==> src/rtl/halo_exchange_scheduler_pkg.sv <==
// Shared PPU types for the neighbour-exchange phase: FSM states, neighbour count
// and compass-direction indices.
package ppu_pkg;
  localparam int NEIGHBOR_COUNT = 8;

  typedef enum logic [1:0] {IDLE, SEND, WAIT_PEERS, DONE} exch_state_t;

  typedef logic [2:0] neighbor_dir_t;

  localparam neighbor_dir_t N  = 3'd0;
  localparam neighbor_dir_t NE = 3'd1;
  localparam neighbor_dir_t E  = 3'd2;
  localparam neighbor_dir_t SE = 3'd3;
  localparam neighbor_dir_t S  = 3'd4;
  localparam neighbor_dir_t SW = 3'd5;
  localparam neighbor_dir_t W  = 3'd6;
  localparam neighbor_dir_t NW = 3'd7;
endpackage

==> src/rtl/halo_exchange_scheduler_if.sv <==
// Halo producer stream: one beat per valid/ready handshake, addressed to a neighbour.
interface halo_exchange_scheduler_if
  import ppu_pkg::*;
#(
  parameter int RW = 8
);
  logic          halo_valid;
  logic          halo_last;
  neighbor_dir_t halo_dir;
  logic [7:0]    halo_value;
  logic [RW-1:0] halo_row;
  logic [RW-1:0] halo_col;
  logic          halo_ready;

  modport master (
    output halo_valid, halo_last, halo_dir, halo_value, halo_row, halo_col,
    input  halo_ready
  );

  modport slave (
    input  halo_valid, halo_last, halo_dir, halo_value, halo_row, halo_col,
    output halo_ready
  );
endinterface

==> src/rtl/halo_exchange_scheduler_router.sv <==
// Registered 1-of-8 demux of an accepted halo beat onto the neighbour output ports.
module halo_output_router
  import ppu_pkg::*;
#(
  parameter int RW = 8
) (
  input  logic                                clk,
  input  logic                                reset,
  input  logic                                wr_p0,
  input  neighbor_dir_t                       dir_p0,
  input  logic [7:0]                          value_p0,
  input  logic [RW-1:0]                       row_p0,
  input  logic [RW-1:0]                       col_p0,
  output logic [NEIGHBOR_COUNT-1:0][7:0]      neighbor_output_value,
  output logic [NEIGHBOR_COUNT-1:0][RW-1:0]   neighbor_output_row,
  output logic [NEIGHBOR_COUNT-1:0][RW-1:0]   neighbor_output_column,
  output logic [NEIGHBOR_COUNT-1:0]           neighbor_output_write_enable
);
  logic [NEIGHBOR_COUNT-1:0][7:0]    value_p1;
  logic [NEIGHBOR_COUNT-1:0][RW-1:0] row_p1;
  logic [NEIGHBOR_COUNT-1:0][RW-1:0] col_p1;
  logic [NEIGHBOR_COUNT-1:0]         vld_p1;

  // p0 -> p1: only the addressed lane updates; the others keep their last payload
  always_ff @(posedge clk or posedge reset) begin
    if (reset) begin
      value_p1 <= '0;
      row_p1   <= '0;
      col_p1   <= '0;
      vld_p1   <= '0;
    end else begin
      vld_p1 <= '0;
      if (wr_p0) begin
        vld_p1[dir_p0]   <= 1'b1;
        value_p1[dir_p0] <= value_p0;
        row_p1[dir_p0]   <= row_p0;
        col_p1[dir_p0]   <= col_p0;
      end
    end
  end

  assign neighbor_output_value        = value_p1;
  assign neighbor_output_row          = row_p1;
  assign neighbor_output_column       = col_p1;
  assign neighbor_output_write_enable = vld_p1;
endmodule

==> src/rtl/halo_exchange_scheduler.sv <==
// Sequences one channel group's neighbour-exchange phase: stream halo beats out,
// then wait for peers and incoming leftovers before signalling cycle_done.
module halo_exchange_scheduler
  import ppu_pkg::*;
#(
  parameter  int TILE_SIZE      = 256,
  parameter  int TIMEOUT_CYCLES = 4096,
  localparam int RW             = $clog2(TILE_SIZE)
) (
  input  logic                               clk,
  input  logic                               reset,
  input  logic                               channel_group_done,
  input  logic                               halo_pending,
  input  logic [NEIGHBOR_COUNT-1:0]          neighbor_present,
  halo_exchange_scheduler_if.slave           hif,
  input  logic [NEIGHBOR_COUNT-1:0]          neighbor_cts,
  input  logic [NEIGHBOR_COUNT-1:0]          neighbor_exchange_done,
  input  logic                               leftover_inputs,
  output logic [NEIGHBOR_COUNT-1:0][7:0]     neighbor_output_value,
  output logic [NEIGHBOR_COUNT-1:0][RW-1:0]  neighbor_output_row,
  output logic [NEIGHBOR_COUNT-1:0][RW-1:0]  neighbor_output_column,
  output logic [NEIGHBOR_COUNT-1:0]          neighbor_output_write_enable,
  output logic                               exchange_done,
  output logic                               cycle_done,
  output logic                               busy,
  output logic [15:0]                        dropped_count,
  output logic                               err_overrun,
  output logic                               err_timeout
);
  localparam int TW = $clog2(TIMEOUT_CYCLES + 1);

  exch_state_t   state, state_nxt;
  logic [TW-1:0] tcnt;
  logic          accept;
  logic          wr_p0;
  logic          peers_clear;
  logic          timeout_hit;

  function automatic logic [15:0] sat_inc16(input logic [15:0] v);
    return (v == 16'hFFFF) ? v : v + 16'd1;
  endfunction

  // Beats to absent neighbours are always accepted so they can be dropped
  assign hif.halo_ready = (state == SEND) &&
                          (neighbor_cts[hif.halo_dir] || !neighbor_present[hif.halo_dir]);
  assign accept = hif.halo_valid && hif.halo_ready;
  assign wr_p0  = accept && neighbor_present[hif.halo_dir];

  // Pending enables mean the last write is still in flight to the neighbour
  assign peers_clear = ((neighbor_exchange_done | ~neighbor_present) == 8'hFF) &&
                       !leftover_inputs && !(|neighbor_output_write_enable);
  assign timeout_hit = (tcnt == TW'(TIMEOUT_CYCLES - 1));

  assign busy       = (state != IDLE);
  assign cycle_done = (state == DONE);

  always_comb begin
    state_nxt = state;
    case (state)
      IDLE:       if (channel_group_done) state_nxt = halo_pending ? SEND : WAIT_PEERS;
      SEND:       if (accept && hif.halo_last) state_nxt = WAIT_PEERS;
      WAIT_PEERS: if (peers_clear || timeout_hit) state_nxt = DONE;
      DONE:       state_nxt = IDLE;
      default:    state_nxt = IDLE;
    endcase
  end

  always_ff @(posedge clk or posedge reset) begin
    if (reset) begin
      state         <= IDLE;
      tcnt          <= '0;
      exchange_done <= 1'b0;
      dropped_count <= '0;
      err_overrun   <= 1'b0;
      err_timeout   <= 1'b0;
    end else begin
      state <= state_nxt;
      if (channel_group_done && state != IDLE) err_overrun <= 1'b1;
      case (state)
        IDLE: if (channel_group_done) begin
          dropped_count <= '0;
          tcnt          <= '0;
          if (!halo_pending) exchange_done <= 1'b1;
        end
        SEND: begin
          if (accept && !neighbor_present[hif.halo_dir]) dropped_count <= sat_inc16(dropped_count);
          if (accept && hif.halo_last) exchange_done <= 1'b1;
        end
        WAIT_PEERS: if (!peers_clear) begin
          if (timeout_hit) err_timeout <= 1'b1;
          else             tcnt        <= tcnt + 1'b1;
        end
        DONE:    exchange_done <= 1'b0;
        default: ;
      endcase
    end
  end

  halo_output_router #(.RW(RW)) u_router (
    .clk                          (clk),
    .reset                        (reset),
    .wr_p0                        (wr_p0),
    .dir_p0                       (hif.halo_dir),
    .value_p0                     (hif.halo_value),
    .row_p0                       (hif.halo_row),
    .col_p0                       (hif.halo_col),
    .neighbor_output_value        (neighbor_output_value),
    .neighbor_output_row          (neighbor_output_row),
    .neighbor_output_column       (neighbor_output_column),
    .neighbor_output_write_enable (neighbor_output_write_enable)
  );
endmodule
==> src/flat_wrapper.sv <==
// flat-port wrapper written by rule: the top's interface ports become plain ports
module halo_exchange_scheduler_flat import ppu_pkg::*;
#(
  parameter  int TILE_SIZE      = 256,
  parameter  int TIMEOUT_CYCLES = 4096,
  localparam int RW             = $clog2(TILE_SIZE)
)
  (clk, reset, channel_group_done, halo_pending, neighbor_present, neighbor_cts, neighbor_exchange_done, leftover_inputs, neighbor_output_value, neighbor_output_row, neighbor_output_column, neighbor_output_write_enable, exchange_done, cycle_done, busy, dropped_count, err_overrun, err_timeout, hif_halo_valid, hif_halo_last, hif_halo_dir, hif_halo_value, hif_halo_row, hif_halo_col, hif_halo_ready);
  halo_exchange_scheduler_if hif_i ();
  input  logic clk;
  input  logic reset;
  input  logic channel_group_done;
  input  logic halo_pending;
  input  logic [NEIGHBOR_COUNT-1:0] neighbor_present;
  input  logic [NEIGHBOR_COUNT-1:0] neighbor_cts;
  input  logic [NEIGHBOR_COUNT-1:0] neighbor_exchange_done;
  input  logic leftover_inputs;
  output logic [NEIGHBOR_COUNT-1:0][7:0] neighbor_output_value;
  output logic [NEIGHBOR_COUNT-1:0][RW-1:0] neighbor_output_row;
  output logic [NEIGHBOR_COUNT-1:0][RW-1:0] neighbor_output_column;
  output logic [NEIGHBOR_COUNT-1:0] neighbor_output_write_enable;
  output logic exchange_done;
  output logic cycle_done;
  output logic busy;
  output logic [15:0] dropped_count;
  output logic err_overrun;
  output logic err_timeout;
  input wire logic [$bits(hif_i.halo_valid)-1:0] hif_halo_valid;
  input wire logic [$bits(hif_i.halo_last)-1:0] hif_halo_last;
  input wire logic [$bits(hif_i.halo_dir)-1:0] hif_halo_dir;
  input wire logic [$bits(hif_i.halo_value)-1:0] hif_halo_value;
  input wire logic [$bits(hif_i.halo_row)-1:0] hif_halo_row;
  input wire logic [$bits(hif_i.halo_col)-1:0] hif_halo_col;
  output wire logic [$bits(hif_i.halo_ready)-1:0] hif_halo_ready;
  assign hif_i.halo_valid = hif_halo_valid;
  assign hif_i.halo_last = hif_halo_last;
  assign hif_i.halo_dir = hif_halo_dir;
  assign hif_i.halo_value = hif_halo_value;
  assign hif_i.halo_row = hif_halo_row;
  assign hif_i.halo_col = hif_halo_col;
  assign hif_halo_ready = hif_i.halo_ready;
  halo_exchange_scheduler #(.TILE_SIZE(TILE_SIZE), .TIMEOUT_CYCLES(TIMEOUT_CYCLES)) u_core (.clk(clk), .reset(reset), .channel_group_done(channel_group_done), .halo_pending(halo_pending), .neighbor_present(neighbor_present), .hif(hif_i), .neighbor_cts(neighbor_cts), .neighbor_exchange_done(neighbor_exchange_done), .leftover_inputs(leftover_inputs), .neighbor_output_value(neighbor_output_value), .neighbor_output_row(neighbor_output_row), .neighbor_output_column(neighbor_output_column), .neighbor_output_write_enable(neighbor_output_write_enable), .exchange_done(exchange_done), .cycle_done(cycle_done), .busy(busy), .dropped_count(dropped_count), .err_overrun(err_overrun), .err_timeout(err_timeout));
endmodule
==> config.mk <==
export PLATFORM = sky130hd
export DESIGN_NAME = halo_exchange_scheduler_flat
export DESIGN_NICKNAME = d
export VERILOG_FILES = /design/src/rtl/halo_exchange_scheduler_pkg.sv /design/src/rtl/halo_exchange_scheduler_if.sv /design/src/rtl/halo_exchange_scheduler_router.sv /design/src/rtl/halo_exchange_scheduler.sv /design/src/flat_wrapper.sv
export SDC_FILE = /design/constraint.sdc
export NUM_CORES = 1
export LEC_CHECK = 0
export ABC_AREA = 0
export CAP_MARGIN = 0
export CORE_ASPECT_RATIO = 0.6
export CORE_UTILIZATION = 51
export CTS_BUF_LIST = sky130_fd_sc_hd__clkbuf_4 sky130_fd_sc_hd__clkbuf_8
export CTS_CLUSTER_DIAMETER = 50
export DETAILED_ROUTE_END_ITERATION = 8
export DONT_BUFFER_PORTS = 1
export GPL_ROUTABILITY_DRIVEN = 0
export GPL_TIMING_DRIVEN = 0
export PLACE_DENSITY_LB_ADDON = 0.2
export SLEW_MARGIN = 15
export SYNTH_ARGS = -nofsm -noshare
export SYNTH_HDL_FRONTEND = slang
export SYNTH_SLANG_ARGS = --single-unit
==> constraint.sdc <==
create_clock -name clk -period 11.2 [get_ports clk]
set_clock_uncertainty 0.05 [all_clocks]
set_input_delay 2.24 -clock clk [delete_from_list [all_inputs] [get_ports clk]]
set_output_delay 2.24 -clock clk [all_outputs]
set_load 0.02 [all_outputs]
==> flow_summary_export.csv, run 1 <==
group,metric,value,unit
logic_synthesis,synthCells,661,
finish,layout_commonest_cell,"dfrtp_1",
timing,post-route-period-util,0.540,
worst_setup_path,end_kind,"output pin",
clock_tree,clk_latency,0.50,ns
global_route,globalRouteOverflowTotal,0,
finish,fin_util,0.583,
finish,seq_area,5860,sq um
clock_tree,post-cts-setup-buffers,0,
pwr,cellLeakagePower,5.25,nW
route,drc,0,
logic_synthesis,avgSynthCellArea,14.4,sq um
logic_synthesis,yosys_warnings,0,
timing,hold_violations,0,
floorplan,ios,280,
route,num_vias,5629,
global_route,antenna_found_initial,0,
finish,diodes,0,
run,cap_violations,0,
pwr,ir_drop,0.000119,V
finish,area.growth.synth_to_final,11.2,%
clock_tree,cts_max_path_buffers,3,
finish,drive_gt1_frac,0.372,
route,wl_per_cell,24.2,um
timing,slew_violations,0,
finish,fin_cells,960,
worst_setup_path,slowest_stage,"mux4_2",
logic_synthesis,synth_seq_cells,234,
worst_setup_path,start_kind,"primary input",
global_route,grt_pass1_vias,5785,
global_route,grt_max_degree,121,
timing,finalSetupViolations,0,
floorplan,die_w,178,um
worst_setup_path,crit_path_cell_trace,"buf_4, mux4_2, mux2i_2, nor2b_1, nor2b_1",
timing,worstMarginPinSlew,0.808,ns
timing,fin_crit,6.05,ns
finish,multi_input_area,3430,sq um
worst_setup_path,path_common_cell,"nor2b_1",
route,avgViaCountPerCell,5.86,
logic_synthesis,synth_nets,726,
finish,layout.nets,765,
logic_synthesis,synth_edf_count,0,
global_route,grt_pass1_wl,34800,um
timing,holdWs,0.449,ns
place,io_buffers,0,
clock_tree,htree_levels,2,
logic_synthesis,seq_area_frac_synth,0.615,
route,ant_nets,0,
clock_tree,cts-root-buf,"clkbuf_8",
timing,fmax,165,MHz
global_route,track_usage,0.243,
worst_setup_path,worstPathMaxFanout,10,
outcome,status,"complete, no violations",
timing,setup_tns,0,ns
timing,rsz0062_at_grt,"false",
clock_tree,cts_tree,"built",
clock_tree,numCtsBuffers,36,
route,routed_wl,23300,um
place,pre_cts_slack,5.15,ns
worst_setup_path,crit_arrival,3.76,ns
place,place_inst,902,
floorplan,start_util,0.524,
timing,setup_ws,5.15,ns
clock_tree,cts.clk_slew.worst_paths,0.06,ns
timing,maxSlewHeadroom,0.461,
route,drt_iter0_markers,304,
pwr,powerDensity,227,nW/um^2
floorplan,dieArea,19200,sq um
min_path,hp-class,"register to register",
floorplan,coreArea,18200,sq um
place,dpl.hpwl,16300,um
route,drtPass1Iterations,4,
finish,nFillCells,1448,
worst_setup_path,worstPathRequired,8.91,ns
finish,layout_common_cells,"234 x dfrtp_1, 171 x mux2_2, 44 x clkbuf_8",
logic_synthesis,ys.flop_type,"dfrtp_1",
clock_tree,cts.sinks,234,
logic_synthesis,netlist_area,9520,sq um
clock_tree,cts_hold_buf,0,
logic_synthesis,synth_async_sr_flop_share,1.00,
logic_synthesis,synth_cell_types,48,
worst_setup_path,path_class,"primary input to output pin",
clock_tree,cts_resized,0,
worst_setup_path,cpPeakStageDelay,0.53,ns
floorplan,rows,38,
floorplan,die_y,108,um
==> report_power, final <==
| group | leakage (nW) | switching (W) | internal [W] |
|---|---|---|---|
| registers | 3.20 | 0.000354 | 0.00102 |
| clock network | 0.385 | 0.000318 | 0.000410 |
| logic | 1.66 | 0.000153 | 0.000156 |
==> synthesized netlist by cell type, types with 2 or more instances <==
library cell  number  area share
ha_1               7      0.0092
a21oi_1            9      0.0047
nand3b_1           3      0.0024
buf_6              2      0.0024
nor3_1             6      0.0032
xnor2_1           11       0.010
nor2b_1            4      0.0026
nor3_4             2      0.0034
nand2b_1           5      0.0033
dfrtp_1          234        0.61
nor2_1            23      0.0091
xor2_1             4      0.0037
o31ai_1            4      0.0032
o21ai_0           12      0.0063
mux2_2           171        0.20
or2_2              3      0.0020
o2111ai_1          2      0.0018
nand4_1            9      0.0059
mux2_1            21       0.025
or3_1              7      0.0046
nor3b_1            3      0.0024
nor4_1             5      0.0033
and3_1             2      0.0013
nand2_1           24      0.0095
o211ai_1           2      0.0016
buf_2             18      0.0095
clkbuf_1           6      0.0024
inv_1             17      0.0067
buf_4              5      0.0039
nand3_1            8      0.0042
or4_1              8      0.0063
mux4_2             4      0.0095
mux2i_1            5      0.0053
==> logic make-up (layout without fill, tap and decap cells) <==
| logic type | count (synthesis) | after routing | share of synthesized area |
|---|---|---|---|
| buffers and inverters | 48 | 107 | 0.0248 |
| AO/OA/AOI/OAI | 37 | 37 | 0.0240 |
| adder cells (fa/ha/maj) | 7 | 7 | 0.00920 |
| XOR/XNOR | 15 | 15 | 0.0138 |
| multiplexers | 202 | 202 | 0.243 |
| flip-flops | 234 | 234 | 0.615 |
| AND/OR/NAND/NOR | 118 | 118 | 0.0700 |
==> state kept, by name, summed over array words and instances, names as in the netlist <==
name	count
u_core.dropped_count	16
u_core.err_overrun	1
u_core.err_timeout	1
u_core.exchange_done	1
u_core.state	2
u_core.tcnt	13
u_core.u_router.neighbor_output_column	64
u_core.u_router.neighbor_output_row	64
u_core.u_router.neighbor_output_value	64
u_core.u_router.neighbor_output_write_enable	8
==> critical path, delay by kind of cell <==
family | cells | cell delay (ns)
AND/OR/NAND/NOR | 2 | 0.49
buffers and inverters | 1 | 0.18
multiplexers | 2 | 0.84
==> path summary, 6_finish.rpt <==
| check | startpoint | endpoint | slack (ns) | cells past startpoint |
|---|---|---|---|---|
| min | u_core.tcnt[12] | u_core.tcnt[12] | 0.45 | 1 |
| max in group asynchronous | reset | u_core.u_router.neighbor_output_row[28] | 8.33 | 2 |
| min reg2reg | u_core.tcnt[12] | u_core.tcnt[12] | 0.45 | 1 |
| max | hif_halo_dir[0] | hif_halo_ready | 5.15 | 5 |
| max reg2reg | u_core.dropped_count[0] | u_core.dropped_count[8] | 8.23 | 8 |
| min in group asynchronous | reset | u_core.u_router.neighbor_output_value[37] | 1.67 | 1 |
==> metrics by stage <==
step / instance area (sq um) / power, W
after global routing: 10600 / 0.00252
after floorplan: 9520 / 0.00158
after global placement: 9820 / 0.00167
final: 10600 / 0.00241
after detailed placement: 9860 / 0.00169
after CTS: 10600 / 0.00243
==> routing by layer <==
layer | up-vias | share of wire | track usage
met5 | - | 0 | 0
met4 | 0 | 0.015 | 0.0630
met3 | 32 | 0.11 | 0.102
met2 | 271 | 0.46 | 0.373
met1 | 2909 | 0.42 | 0.317
li1 | 2417 | - | -
==> layout make-up <==
type                            count  area share
Buffer                             31      0.0163
Clock buffer                       54      0.0643
Clock inverter                      4     0.00484
Inverter                           17     0.00673
Multi-Input combinational cell    379       0.324
Sequential cell                   234       0.553
Tap cell                          240      0.0284
Timing Repair Buffer                1     0.00260
No activity file was read; power rests on OpenSTA's default activity.
==> inputs of run 2 (changes only) <==
- ABC_AREA: 0 -> 1
- clock period: 11.2 -> 5 ns (I/O delays scaled with it)
==> flow_summary_export.csv, run 2 <==
group,metric,value,unit
floorplan,dieArea,20900,sq um
clock_tree,cts.sinks,234,
min_path,hp-class,"primary input to async pin",
timing,hold_violations,0,
floorplan,ios,280,
logic_synthesis,netlist_area,10300,sq um
logic_synthesis,synth_edf_count,0,
route,routed_wl,33400,um
timing,slew_violations,0,
logic_synthesis,synth_nets,1294,
floorplan,die_y,112,um
finish,fin_util,0.598,
pwr,ir_drop,0.000234,V
logic_synthesis,synth_seq_cells,234,
route,drc,0,
clock_tree,cts_tree,"built",
logic_synthesis,yosys-top-cells-area,"dfrtp_1 57%, nand2_1 18%, o21ai_0 6.5%, o21ai_1 3.9%, inv_1 1.7%",
global_route,track_usage,0.325,
place,place_inst,1502,
floorplan,rows,39,
pwr,cellLeakagePower,6.27,nW
logic_synthesis,seq_area_frac_synth,0.566,
global_route,grt_pass1_wl,50600,um
worst_setup_path,start_kind,"primary input",
logic_synthesis,yosys-top-cells-count,"509 x nand2_1, 234 x dfrtp_1, 135 x o21ai_0, 80 x o21ai_1, 46 x inv_1",
pwr,powerDensity,421,nW/um^2
timing,finalSetupViolations,0,
timing,setup_ws,1.90,ns
logic_synthesis,avgSynthCellArea,8.42,sq um
finish,fin_cells,1567,
outcome,status,"complete, no violations",
worst_setup_path,end_kind,"output pin",
worst_setup_path,r2r_end,"u_core.dropped_count[11]",
worst_setup_path,critical_path.startpoint,"hif_halo_dir[1]",
finish,layout_commonest_cell,"nand2_1",
timing,post-route-period-util,0.621,
timing,fmax,322,MHz
global_route,grt_pass1_vias,8426,
route,avgViaCountPerCell,5.63,
global_route,grt_max_degree,37,
clock_tree,cts.clk_slew.worst_paths,0.07,ns
logic_synthesis,ys.flop_type,"dfrtp_1",
clock_tree,htree_levels,2,
place,dpl.hpwl,24500,um
pwr,power,0.00488,W
finish,layout.nets,1339,
route,drt_iter0_markers,657,
timing,fin_crit,3.10,ns
route,num_vias,8827,
floorplan,die_w,186,um
logic_synthesis,synth_most_common_cell,"nand2_1",
logic_synthesis,synth_cell_types,30,
finish,drive_gt1_frac,0.101,
finish,area.growth.synth_to_final,12.1,%
worst_setup_path,rr_startpoint,"u_core.dropped_count[0]",
finish,layout_common_cells,"509 x nand2_1, 234 x dfrtp_1, 135 x o21ai_0",
finish,multi_input_area,3820,sq um
clock_tree,cts_max_path_buffers,3,
route,wl_per_cell,21.3,um
global_route,globalRouteOverflowTotal,0,
worst_setup_path,crit_arrival,2.05,ns
finish,seq_area,5860,sq um
timing,worstMarginPinSlew,0.720,ns
floorplan,start_util,0.533,
floorplan,coreArea,19400,sq um
worst_setup_path,path_class,"primary input to output pin",
clock_tree,numCtsBuffers,36,
worst_setup_path,worstPathRequired,3.95,ns
worst_setup_path,rrSetupSlack,2.30,ns
logic_synthesis,synth_area_leader_cell,"dfrtp_1",
global_route,antenna_found_initial,1,
clock_tree,cts_hold_buf,0,
timing,maxSlewHeadroom,0.520,
clock_tree,post-cts-setup-buffers,0,
logic_synthesis,synthCells,1229,
clock_tree,cts-root-buf,"clkbuf_8",
logic_synthesis,synth_async_sr_flop_share,1.00,
clock_tree,clk_latency,0.52,ns
finish,nFillCells,1730,
place,pre_cts_slack,1.90,ns
timing,rsz0062_at_grt,"false",
worst_setup_path,reg2regPathDepth,10,
logic_synthesis,yosys_warnings,0,
route,drtPass1Iterations,6,
clock_tree,cts_resized,0,
worst_setup_path,worstPathMaxFanout,9,
place,io_buffers,0,
logic_synthesis,synth_top_area_frac,0.566,
route,ant_nets,0,
run,cap_violations,0,
## run 2: worst max-delay path by stage
stage | slack, ns | cells after the start | endpoint
2_1_floorplan | 0.89 | 1 | u_core.dropped_count[0]
3_3_place_gp | -0.43 | 1 | u_core.err_overrun
3_5_place_dp | 1.90 | 7 | hif_halo_ready
4_1_cts | 1.89 | 7 | hif_halo_ready
5_1_grt | 1.76 | 7 | hif_halo_ready
6_report | 1.90 | 7 | hif_halo_ready
## run 2: cell families after synthesis
family	share of synthesized area
AND/OR/NAND/NOR	0.237
buffers and inverters	0.0649
XOR/XNOR	0.00931
adder cells (fa/ha/maj)	0.00846
flip-flops	0.566
AO/OA/AOI/OAI	0.115
## run 2: per-stage QoR
stage | area [sq um] | setup TNS, ns | hold slack [ns]
after floorplan | 10400 | 0 | 0.443
after global placement | 10700 | -93.21 | 0.472
after detailed placement | 10800 | 0 | 0.472
after CTS | 11600 | 0 | 0.351
after global routing | 11600 | 0 | 0.377
final | 11600 | 0 | 0.360
## run 2: area by class of cell
type / count / area share
antenna: 1 / 0.000216
inverter: 49 / 0.0162
clock buffer: 53 / 0.0596
timing repair buffer: 7 / 0.0121
tap: 266 / 0.0287
multi-input combinational: 860 / 0.329
clock inverter: 11 / 0.00733
sequential: 234 / 0.505
buffer: 86 / 0.0420
## run 2: where the power goes
group | internal [W] | leakage (nW) | switching (W) | total, W
combinational | 0.000184 | 2.63 | 0.000481 | 0.000664
clock | 0.000944 | 0.411 | 0.000774 | 0.00172
sequential | 0.00209 | 3.23 | 0.000414 | 0.00250
total | 0.00321 | 6.27 | 0.00167 | 0.00488
## run 2: critical path: stages
cell     delay (ns)
buf_2          0.19
inv_2          0.11
nand2_1        0.08
nand2_1        0.04
nand2_1        0.09
nand2_1        0.11
a21oi_1        0.44
## run 2: per-layer routing
metal / up-vias / track usage / share of wire
li1: 4022 / - / -
met4: 0 / 0.0645 / 0.013
met3: 43 / 0.130 / 0.13
met2: 447 / 0.443 / 0.41
met1: 4315 / 0.486 / 0.46
met5: - / 0 / 0
